<file path="src/rtl/pe_column_collector_pkg.sv">
// Shared types for the systolic-array column collector: PE result beat,
// PE command encoding and the per-bank fill state.
package pe_column_collector_pkg;

  localparam int FLOAT_SIZE      = 32;
  localparam int COLLECTOR_SLOTS = 4;

  typedef enum logic [1:0] {
    PE_COMMAND_IDLE     = 2'd0,
    PE_COMMAND_NORMAL   = 2'd1,
    PE_COMMAND_FLUSH    = 2'd2,
    PE_COMMAND_RESERVED = 2'd3
  } PE_Command;

  typedef struct packed {
    logic [FLOAT_SIZE-1:0] data;
    PE_Command             command;
    logic                  phase;
    logic [1:0]            id;
  } PE_C_Result;

  typedef enum logic [1:0] {
    BANK_EMPTY   = 2'd0,
    BANK_FILLING = 2'd1,
    BANK_FULL    = 2'd2
  } CollectorBankState;

  function automatic logic lane_valid(input PE_C_Result r);
    return (r.command == PE_COMMAND_NORMAL);
  endfunction

endpackage

</file>
<file path="src/rtl/pe_column_collector_bank.sv">
// One phase bank of the collector: four result slots with valid bits, two
// write ports (port 0 wins on a same-slot conflict) and a drain clear.
module pe_column_collector_bank
  import pe_column_collector_pkg::*;
#(
  parameter int FLOAT_SIZE = pe_column_collector_pkg::FLOAT_SIZE
) (
  input  logic                                  clk,
  input  logic                                  rst_n,
  input  logic                                  wr0_en_i,
  input  logic [1:0]                            wr0_id_i,
  input  logic [FLOAT_SIZE-1:0]                 wr0_data_i,
  input  logic                                  wr1_en_i,
  input  logic [1:0]                            wr1_id_i,
  input  logic [FLOAT_SIZE-1:0]                 wr1_data_i,
  input  logic                                  clear_i,
  output logic                                  full_o,
  output logic [COLLECTOR_SLOTS*FLOAT_SIZE-1:0] data_o,
  output logic                                  overflow_o,
  output logic                                  collision_o
);

  CollectorBankState                               state_q, state_d;
  logic [COLLECTOR_SLOTS-1:0]                      valid_q, valid_d;
  logic [COLLECTOR_SLOTS-1:0][FLOAT_SIZE-1:0]      slot_q, slot_d;

  assign full_o = (state_q == BANK_FULL);
  assign data_o = slot_q;

  // A full bank ignores writes (even in its drain cycle); otherwise lane 1 is applied first so lane 0 overrides it.
  always_comb begin
    state_d     = state_q;
    valid_d     = valid_q;
    slot_d      = slot_q;
    overflow_o  = 1'b0;
    collision_o = 1'b0;
    case (state_q)
      BANK_FULL: begin
        if (clear_i) begin
          valid_d = '0;
          state_d = BANK_EMPTY;
        end else begin
          state_d = BANK_FULL;
        end
        overflow_o = wr0_en_i | wr1_en_i;
      end
      BANK_EMPTY, BANK_FILLING: begin
        if (wr1_en_i) begin
          collision_o        = valid_q[wr1_id_i];
          slot_d[wr1_id_i]   = wr1_data_i;
          valid_d[wr1_id_i]  = 1'b1;
        end else begin
          collision_o = 1'b0;
        end
        if (wr0_en_i) begin
          collision_o       = collision_o | valid_q[wr0_id_i] | (wr1_en_i && (wr1_id_i == wr0_id_i));
          slot_d[wr0_id_i]  = wr0_data_i;
          valid_d[wr0_id_i] = 1'b1;
        end else begin
          valid_d = valid_d;
        end
        if (&valid_d) begin
          state_d = BANK_FULL;
        end else if (|valid_d) begin
          state_d = BANK_FILLING;
        end else begin
          state_d = BANK_EMPTY;
        end
      end
      default: begin
        valid_d = '0;
        state_d = BANK_EMPTY;
      end
    endcase
  end

  // Bank state and valid bits.
  always_ff @(posedge clk) begin
    if (!rst_n) begin
      state_q <= BANK_EMPTY;
      valid_q <= '0;
    end else begin
      state_q <= state_d;
      valid_q <= valid_d;
    end
  end

  // Slot payload needs no reset; valid bits qualify it.
  always_ff @(posedge clk) begin
    slot_q <= slot_d;
  end

endmodule

</file>
<file path="src/rtl/pe_column_collector_chk.sv">
// Protocol checker: the presented group must not change while stalled.
module pe_column_collector_chk #(
  parameter int FLOAT_SIZE = 32,
  parameter int ID_H       = 0
) (
  input logic                    clk,
  input logic                    rst_n,
  input logic                    m_valid,
  input logic                    m_ready,
  input logic [4*FLOAT_SIZE-1:0] m_data,
  input logic                    m_phase
);

  logic                    stall_q;
  logic [4*FLOAT_SIZE-1:0] data_q;
  logic                    phase_q;

  // Compare this cycle's output against the one stalled last cycle.
  always_ff @(posedge clk) begin
    if (!rst_n) begin
      stall_q <= 1'b0;
    end else begin
      if (stall_q) begin
        assert (m_valid && (m_data == data_q) && (m_phase == phase_q))
          else $error("column %0d: output changed under backpressure", ID_H);
      end else begin
        stall_q <= stall_q;
      end
      stall_q <= m_valid && !m_ready;
    end
    data_q  <= m_data;
    phase_q <= m_phase;
  end

endmodule

</file>
<file path="src/rtl/pe_column_collector.sv">
// Bottom-of-column collector: gathers four PE results per phase bank and
// hands complete groups downstream, draining the banks in strict alternation.
module pe_column_collector
  import pe_column_collector_pkg::*;
#(
  parameter int FLOAT_SIZE = pe_column_collector_pkg::FLOAT_SIZE,
  parameter int ID_H       = 0
) (
  input  logic                                  clk,
  input  logic                                  rst_n,
  input  PE_C_Result                            Cside_in0,
  input  PE_C_Result                            Cside_in1,
  output logic                                  m_valid,
  input  logic                                  m_ready,
  output logic [COLLECTOR_SLOTS*FLOAT_SIZE-1:0] m_data,
  output logic                                  m_phase,
  output logic [15:0]                           group_count,
  output logic                                  overflow_err,
  output logic                                  collision_err
);

  logic                                  rd_bank_q, rd_bank_d;
  logic [15:0]                           group_count_q, group_count_d;
  logic                                  overflow_q, overflow_d;
  logic                                  collision_q, collision_d;
  logic [1:0]                            bank_full_s;
  logic [1:0]                            bank_ovf_s;
  logic [1:0]                            bank_col_s;
  logic [1:0]                            bank_clear_s;
  logic [1:0][COLLECTOR_SLOTS*FLOAT_SIZE-1:0] bank_data_s;
  logic                                  handshake_s;

  for (genvar b = 0; b < 2; b++) begin : g_bank
    pe_column_collector_bank #(.FLOAT_SIZE(FLOAT_SIZE)) u_bank (
      .clk         (clk),
      .rst_n       (rst_n),
      .wr0_en_i    (lane_valid(Cside_in0) && (Cside_in0.phase == 1'(b))),
      .wr0_id_i    (Cside_in0.id),
      .wr0_data_i  (Cside_in0.data),
      .wr1_en_i    (lane_valid(Cside_in1) && (Cside_in1.phase == 1'(b))),
      .wr1_id_i    (Cside_in1.id),
      .wr1_data_i  (Cside_in1.data),
      .clear_i     (bank_clear_s[b]),
      .full_o      (bank_full_s[b]),
      .data_o      (bank_data_s[b]),
      .overflow_o  (bank_ovf_s[b]),
      .collision_o (bank_col_s[b])
    );
  end

  assign m_valid       = bank_full_s[rd_bank_q];
  assign m_data        = m_valid ? bank_data_s[rd_bank_q] : '0;
  assign m_phase       = rd_bank_q;
  assign group_count   = group_count_q;
  assign overflow_err  = overflow_q;
  assign collision_err = collision_q;
  assign handshake_s   = m_valid && m_ready;
  assign bank_clear_s  = {handshake_s && rd_bank_q, handshake_s && !rd_bank_q};

  // Read pointer, accepted-group counter and sticky error flags.
  always_comb begin
    rd_bank_d     = rd_bank_q;
    group_count_d = group_count_q;
    if (handshake_s) begin
      rd_bank_d     = ~rd_bank_q;
      group_count_d = group_count_q + 16'd1;
    end else begin
      group_count_d = group_count_q;
    end
    overflow_d  = overflow_q | (|bank_ovf_s);
    collision_d = collision_q | (|bank_col_s);
  end

  // Top-level control registers.
  always_ff @(posedge clk) begin
    if (!rst_n) begin
      rd_bank_q     <= 1'b0;
      group_count_q <= 16'd0;
      overflow_q    <= 1'b0;
      collision_q   <= 1'b0;
    end else begin
      rd_bank_q     <= rd_bank_d;
      group_count_q <= group_count_d;
      overflow_q    <= overflow_d;
      collision_q   <= collision_d;
    end
  end

  pe_column_collector_chk #(.FLOAT_SIZE(FLOAT_SIZE), .ID_H(ID_H)) u_chk (
    .clk     (clk),
    .rst_n   (rst_n),
    .m_valid (m_valid),
    .m_ready (m_ready),
    .m_data  (m_data),
    .m_phase (m_phase)
  );

endmodule

</file>
<file path="config.mk">
export PLATFORM = sky130hd
export DESIGN_NAME = pe_column_collector
export DESIGN_NICKNAME = d
export VERILOG_FILES = /design/src/rtl/pe_column_collector_pkg.sv /design/src/rtl/pe_column_collector_bank.sv /design/src/rtl/pe_column_collector_chk.sv /design/src/rtl/pe_column_collector.sv
export SDC_FILE = /design/constraint.sdc
export NUM_CORES = 1
export LEC_CHECK = 0
export BUFFER_PORTS_ARGS = -buffer_cell sky130_fd_sc_hd__buf_2
export CORE_UTILIZATION = 55
export CTS_BUF_LIST = sky130_fd_sc_hd__clkbuf_2 sky130_fd_sc_hd__clkbuf_4 sky130_fd_sc_hd__clkbuf_8
export DETAILED_ROUTE_END_ITERATION = 10
export PLACE_DENSITY = 0.78
export SKIP_LAST_GASP = 1
export SLEW_MARGIN = 0
export SYNTH_ARGS = -nofsm -noshare
export SYNTH_HDL_FRONTEND = slang
export SYNTH_SLANG_ARGS = --single-unit
</file>
<file path="constraint.sdc">
create_clock -name clk -period 3.6 [get_ports clk]
set_clock_uncertainty 0.2 [all_clocks]
set_input_delay 0.72 -clock clk [delete_from_list [all_inputs] [get_ports clk]]
set_output_delay 0.72 -clock clk [all_outputs]
set_load 0.05 [all_outputs]
</file>
# After elaboration in Yosys (flattened, before gate mapping)
# Cells that the tools add are included.
# op_classes
n_addsub	1
magnitude_cmp	5
n_eq_ne	9
muxes	61
bitwise	15
n_reduce_logical	22
# ops
op	n
$mux W128	9
$bwmux W128	4
$demux W32 S2	2
$mux W32	2
$mux W4	10
$mux W1	20
$add A16 B1 Y16 const B	1
$or A4 B4 Y4	4
$pmux W4 S2	2
$logic_and A1 B1 Y1	11
$bmux W1 S2	4
$eq A2 B1 Y1 const B	4
$mux W2	4
$or A1 B1 Y1	8
$pmux W2 S2	2
$reduce_and A4 Y1	2
$reduce_or A2 Y1	4
$reduce_or A4 Y1	2
$lt A2 B3 Y1 const B	2
$demux W1 S2	2
$eq A2 B2 Y1 const B	2
$ge A2 B1 Y1 const B	2
$logic_not A2 Y1	2
$ne A2 B1 Y1 const B	2
other kinds (4)	6
# totals
ff_bits	287
in_bits	77
elab_cells	129

# Logic depth before layout (Yosys ltp)
# logic_depth
ltp_word	14
ltp_mapped	6
mapped_depth_nobuf	4

# Modules after synthesis
# From an unflattened synthesis, not the netlist that was laid out.
# unflattened
hier_cells	1595
hier_area_um2	16678.5
# modules_own_cells
module	instances	cells_per_inst	area_per_inst_um2	seq_area_each_um2
pe_column_collector_bank	2	606	6914.1	3963.8
pe_column_collector	1	383	2850.2	380.4

# Worst setup path after synthesis
# OpenSTA, ideal clock, no wires.
# synth_timing
path_kind	reg-to-reg
from	register g_bank[1].u_bank.state_q[1]
to	register g_bank[1].u_bank.valid_q[0]
arrival_ns	3.734
setup_slack_ns	-0.420
path_stages_with_launch	4
synth_period_minus_slack_ns	4.020
path_cell_list	dfxtp_1 inv_1 o21ai_0 a21oi_1
# synth_via
elab_chain_len	6
word_cells_on_any_way	10
cone_classes	eq/ne: 3; mux: 3; reduce/logical: 4
# synth_lines
element	line_no	rtl
start, declared	pe_column_collector_bank.sv:23	CollectorBankState state_q, state_d;
start signal, assigned	pe_column_collector_bank.sv:83	state_q <= state_d;
$eq A2 B2 Y1	pe_column_collector_bank.sv:27, pe_column_collector_bank.sv:37	
$mux W1 (implied by the code) (2 in a row)	pe_column_collector.sv:51	assign m_valid = bank_full_s[rd_bank_q];
$logic_and A1 B1 Y1	pe_column_collector.sv:57	assign handshake_s = m_valid && m_ready;
$logic_and A1 B1 Y1	pe_column_collector.sv:58	assign bank_clear_s = {handshake_s && rd_bank_q, handshake_s && !rd_bank_q};
$ne A2 B1 Y1 (no line)	n/a	
end signal, assigned	pe_column_collector_bank.sv:84	valid_q <= valid_d;
end, declared	pe_column_collector_bank.sv:24	logic [COLLECTOR_SLOTS-1:0] valid_q, valid_d;
# Parallel ways exist; a longest one is shown, timed or not. The select of a mux whose other input is x is not followed.
# A chain may end at the register's enable or synchronous reset.

# Worst setup path in the final report
# layout_timing
from	register rd_bank_q (netlist: m_phase)
to	output m_data[119]
# layout_via
elab_chain_len	3
word_cells_on_any_way	5
cone_classes	mux: 5
# layout_lines
element	line_no	rtl
start, declared	pe_column_collector.sv:22	logic rd_bank_q, rd_bank_d;
start signal, assigned	pe_column_collector.sv:82	rd_bank_q <= rd_bank_d;
$mux W128 (implied by the code) / $mux W1 (equally long branches) (2 in a row)	pe_column_collector.sv:52, pe_column_collector.sv:51	
$mux W128 *	pe_column_collector.sv:52	assign m_data = m_valid ? bank_data_s[rd_bank_q] : '0;
end, declared	pe_column_collector.sv:15	output logic [COLLECTOR_SLOTS*FLOAT_SIZE-1:0] m_data,
# Mark *: on every way between the ends. The rest lies on a longest branch, timed or not. The select of a mux whose other input is x is not followed.

==> results_dict.tcl <==
set metrics [dict create \
    worstPathCellList "buf_12, mux2i_1, nor2_1, buf_2" \
    clk_pin_slew_ns 0.06 \
    cp_top_family "buffers and inverters" \
    cts_tree "built" \
    cp_slowest_cell "buf_12" \
    grt_util_all_layers_pct 27.81 \
    die_x_um 178.5 \
    drt_wl_total_um 44900 \
    synth_cell_types 50 \
    die_area_um2 31860 \
    grt_overflow 0 \
    met2_length_um 21360 \
    path_max_fanout 132 \
    via_count 13322 \
    grt_max_degree 133 \
    die_y_um 178.5 \
    synth_fp_nets 1754 \
    leakagePower_nw 7.804 \
    synth_edf_count 256 \
    syn_area_um2 17130 \
    clk_latency_ns 0.57 \
    clock-sinks 287 \
    slew_viol_final 0 \
    relSlewSlack_pct 32.50 \
    fin_crit_ns 3.436 \
    ys_async_sr_fraction_pct 0 \
    worst_slack_ns 0.1638 \
    core_um2 30590 \
    cts_buffers 49 \
    fmax_ghz 0.2910 \
    fin_tns_setup_ns 0 \
    period_share_pct 95.45 \
    post-route-util_pct 62.53 \
    critPathRequiredTime_ns 2.68 \
    drtAntennaViolNets 0 \
    first_pass_iters 5 \
    avgSynthCellArea_um2 10.22 \
    dp_hpwl_um 27920 \
    dr.first_iter.drc_count 1466 \
    wl_met1_um 18680 \
    htreeDepth 2 \
    tightest_slew_ns 1.012 \
    clk_path_buf_depth 3 \
    drc_errors 0 \
    crit_buf_inv 2 \
    hold_violations 0 \
    worstSetupStartpointType "flip-flop" \
    yosys_warnings 0 \
    vdd_ir_drop_max_mv 0.2603 \
    worst_setup_path_end_kind "primary output" \
    post_cts_resized 0 \
    io_pins 225 \
    rows 64 \
    grt_pass1_vias 12327 \
    gp_congestion 0.8806 \
    cts_setup_buffers 0 \
    crit_arrival_ns 2.52 \
    synth-seq-area-share_pct 48.49 \
    setup_viol 0 \
    initial_utilization_pct 56.01 \
    syn_inst 1676 \
    status "finished, final reports clean" \
    powerDensity_nw_per_um2 488.3 \
    vias_per_cell 5.966 \
    holdWs_ns 0.2674 \
    port_buffers 224 \
    hp-class "reg -> reg" \
    hold_buffers 0 \
    worstSetupPathType "reg -> out" \
    nets 1877 \
    layout-drive-gt1-share_pct 19.83 \
    rsz0062_at_grt "no" \
    grt_pass1_wl_um 68720 \
    wl_met3_um 3762 \
    routedWlPerCell_um 20.11 \
    place_ws_ns 0.7057 \
    drv_cap 0 \
    antenna_found_initial 3 \
    highest_layer "met5" \
    cp_slowest_stage_delay_ns 0.71 \
    root_buffer "clkbuf_8" \
    power.total_mw 9.340 \
    synth_seq_cells 287 \
    ys.flop_type "edfxtp_1" \
    syn_to_final_growth_pct 11.64 \
]
flip-flops by register name, summed over array words and instances (netlist names):
name                   count
collision_err              1
g_bank.u_bank.data_o     256
g_bank.u_bank.state_q      4
g_bank.u_bank.valid_q      8
group_count               16
m_phase                    1
overflow_err               1
Yosys cell counts (6+ instances only):
cell type    n  area share [%]
a21oi_1    144             4.2
o41ai_1      6            0.31
o311ai_0     6            0.31
a221oi_1     8            0.41
edfxtp_1   256              45
buf_2       73             2.1
inv_1       13            0.28
mux2i_1    387              23
o21ai_0    103             3.0
clkbuf_1    55             1.2
o21ai_1     36             1.1
nor2_1     273             6.0
buf_4       45             2.0
dfxtp_1     31             3.6
nand2_1    148             3.2
nand2b_1    12            0.44
through the flow:
step	instance area (um^2)	instances
floorplan	17140	1676
global placement	18170	2144
detailed placement	18170	2144
CTS	19130	2232
global route	19130	2233
finish	19130	2233
cell usage in the layout (no fill, tap or decap), types with 5 or more instances in the layout:
master    count
mux2i_1     387
nor2_1      270
o41ai_1       6
a221oi_1      8
o21ai_1      36
clkinv_1      7
edfxtp_1    256
clkbuf_4     21
nand2_1     140
and3b_1       5
a21oi_1     144
nand2_2       8
inv_1        11
dfxtp_1      30
nor2b_1       5
nand2b_1     12
o21ai_0     103
o311ai_0      6
nor2_4        6
clkbuf_8     53
buf_2       224
buf_4        18
buf_12       12
worst register-to-register path, stage by stage (launching register included):
cell       delay, ns
dfxtp_1         0.47
nor3b_4         0.35
o2111ai_1       0.46
o311ai_0        0.54
o41ai_1         0.14
final timing paths:
check                                   start               to  slack [ns]  cells past startpoint
setup / recovery                      m_phase      m_data[119]        0.16                      4
hold / removal                group_count[15]  group_count[15]        0.27                      2
setup reg to reg  g_bank[0].u_bank.state_q[1]   group_count[9]        1.30                      4
hold reg to reg               group_count[15]  group_count[15]        0.27                      2
area by class of cell:
| type | instances | area (um^2) |
|---|---|---|
| fillers | 2505 | 11460 |
| multi-input cells | 1194 | 7809 |
| inverters | 13 | 55.05 |
| flip-flops and latches | 287 | 8312 |
| well taps | 396 | 495.5 |
| clock buffers | 74 | 887.1 |
| clock inverters | 14 | 71.32 |
| diodes | 1 | 2.502 |
| repair buffers | 254 | 1496 |
cells by family (layout without fill, tap and decap cells):
| group | after synthesis | count (layout) | synth area share [%] |
|---|---|---|---|
| flip-flops | 287 | 287 | 48.49 |
| other | 0 | 1 | 0 |
| adder cells (fa/ha/maj) | 1 | 1 | 0.07301 |
| AO/OA/AOI/OAI | 318 | 318 | 9.931 |
| multiplexers | 391 | 391 | 23.13 |
| AND/OR/NAND/NOR | 479 | 479 | 11.87 |
| XOR/XNOR | 5 | 5 | 0.2556 |
| buffers and inverters | 195 | 355 | 6.251 |
report_power, final:
group          internal [mW]  switching [mW]  total [mW]  leakage [nW]
registers               4.60           0.450        5.05          2.91
clock network           1.57            1.34        2.91         0.514
logic                  0.663           0.714        1.38          4.38
total                   6.84            2.50        9.34          7.80
per-layer routing:
layer	GRT usage (%)	up-vias
li1	-	6246
met1	38.46	6353
met2	45.11	629
met3	4.454	90
met4	7.910	4
met5	0	-
No activity file was read; power rests on OpenSTA's default activity.
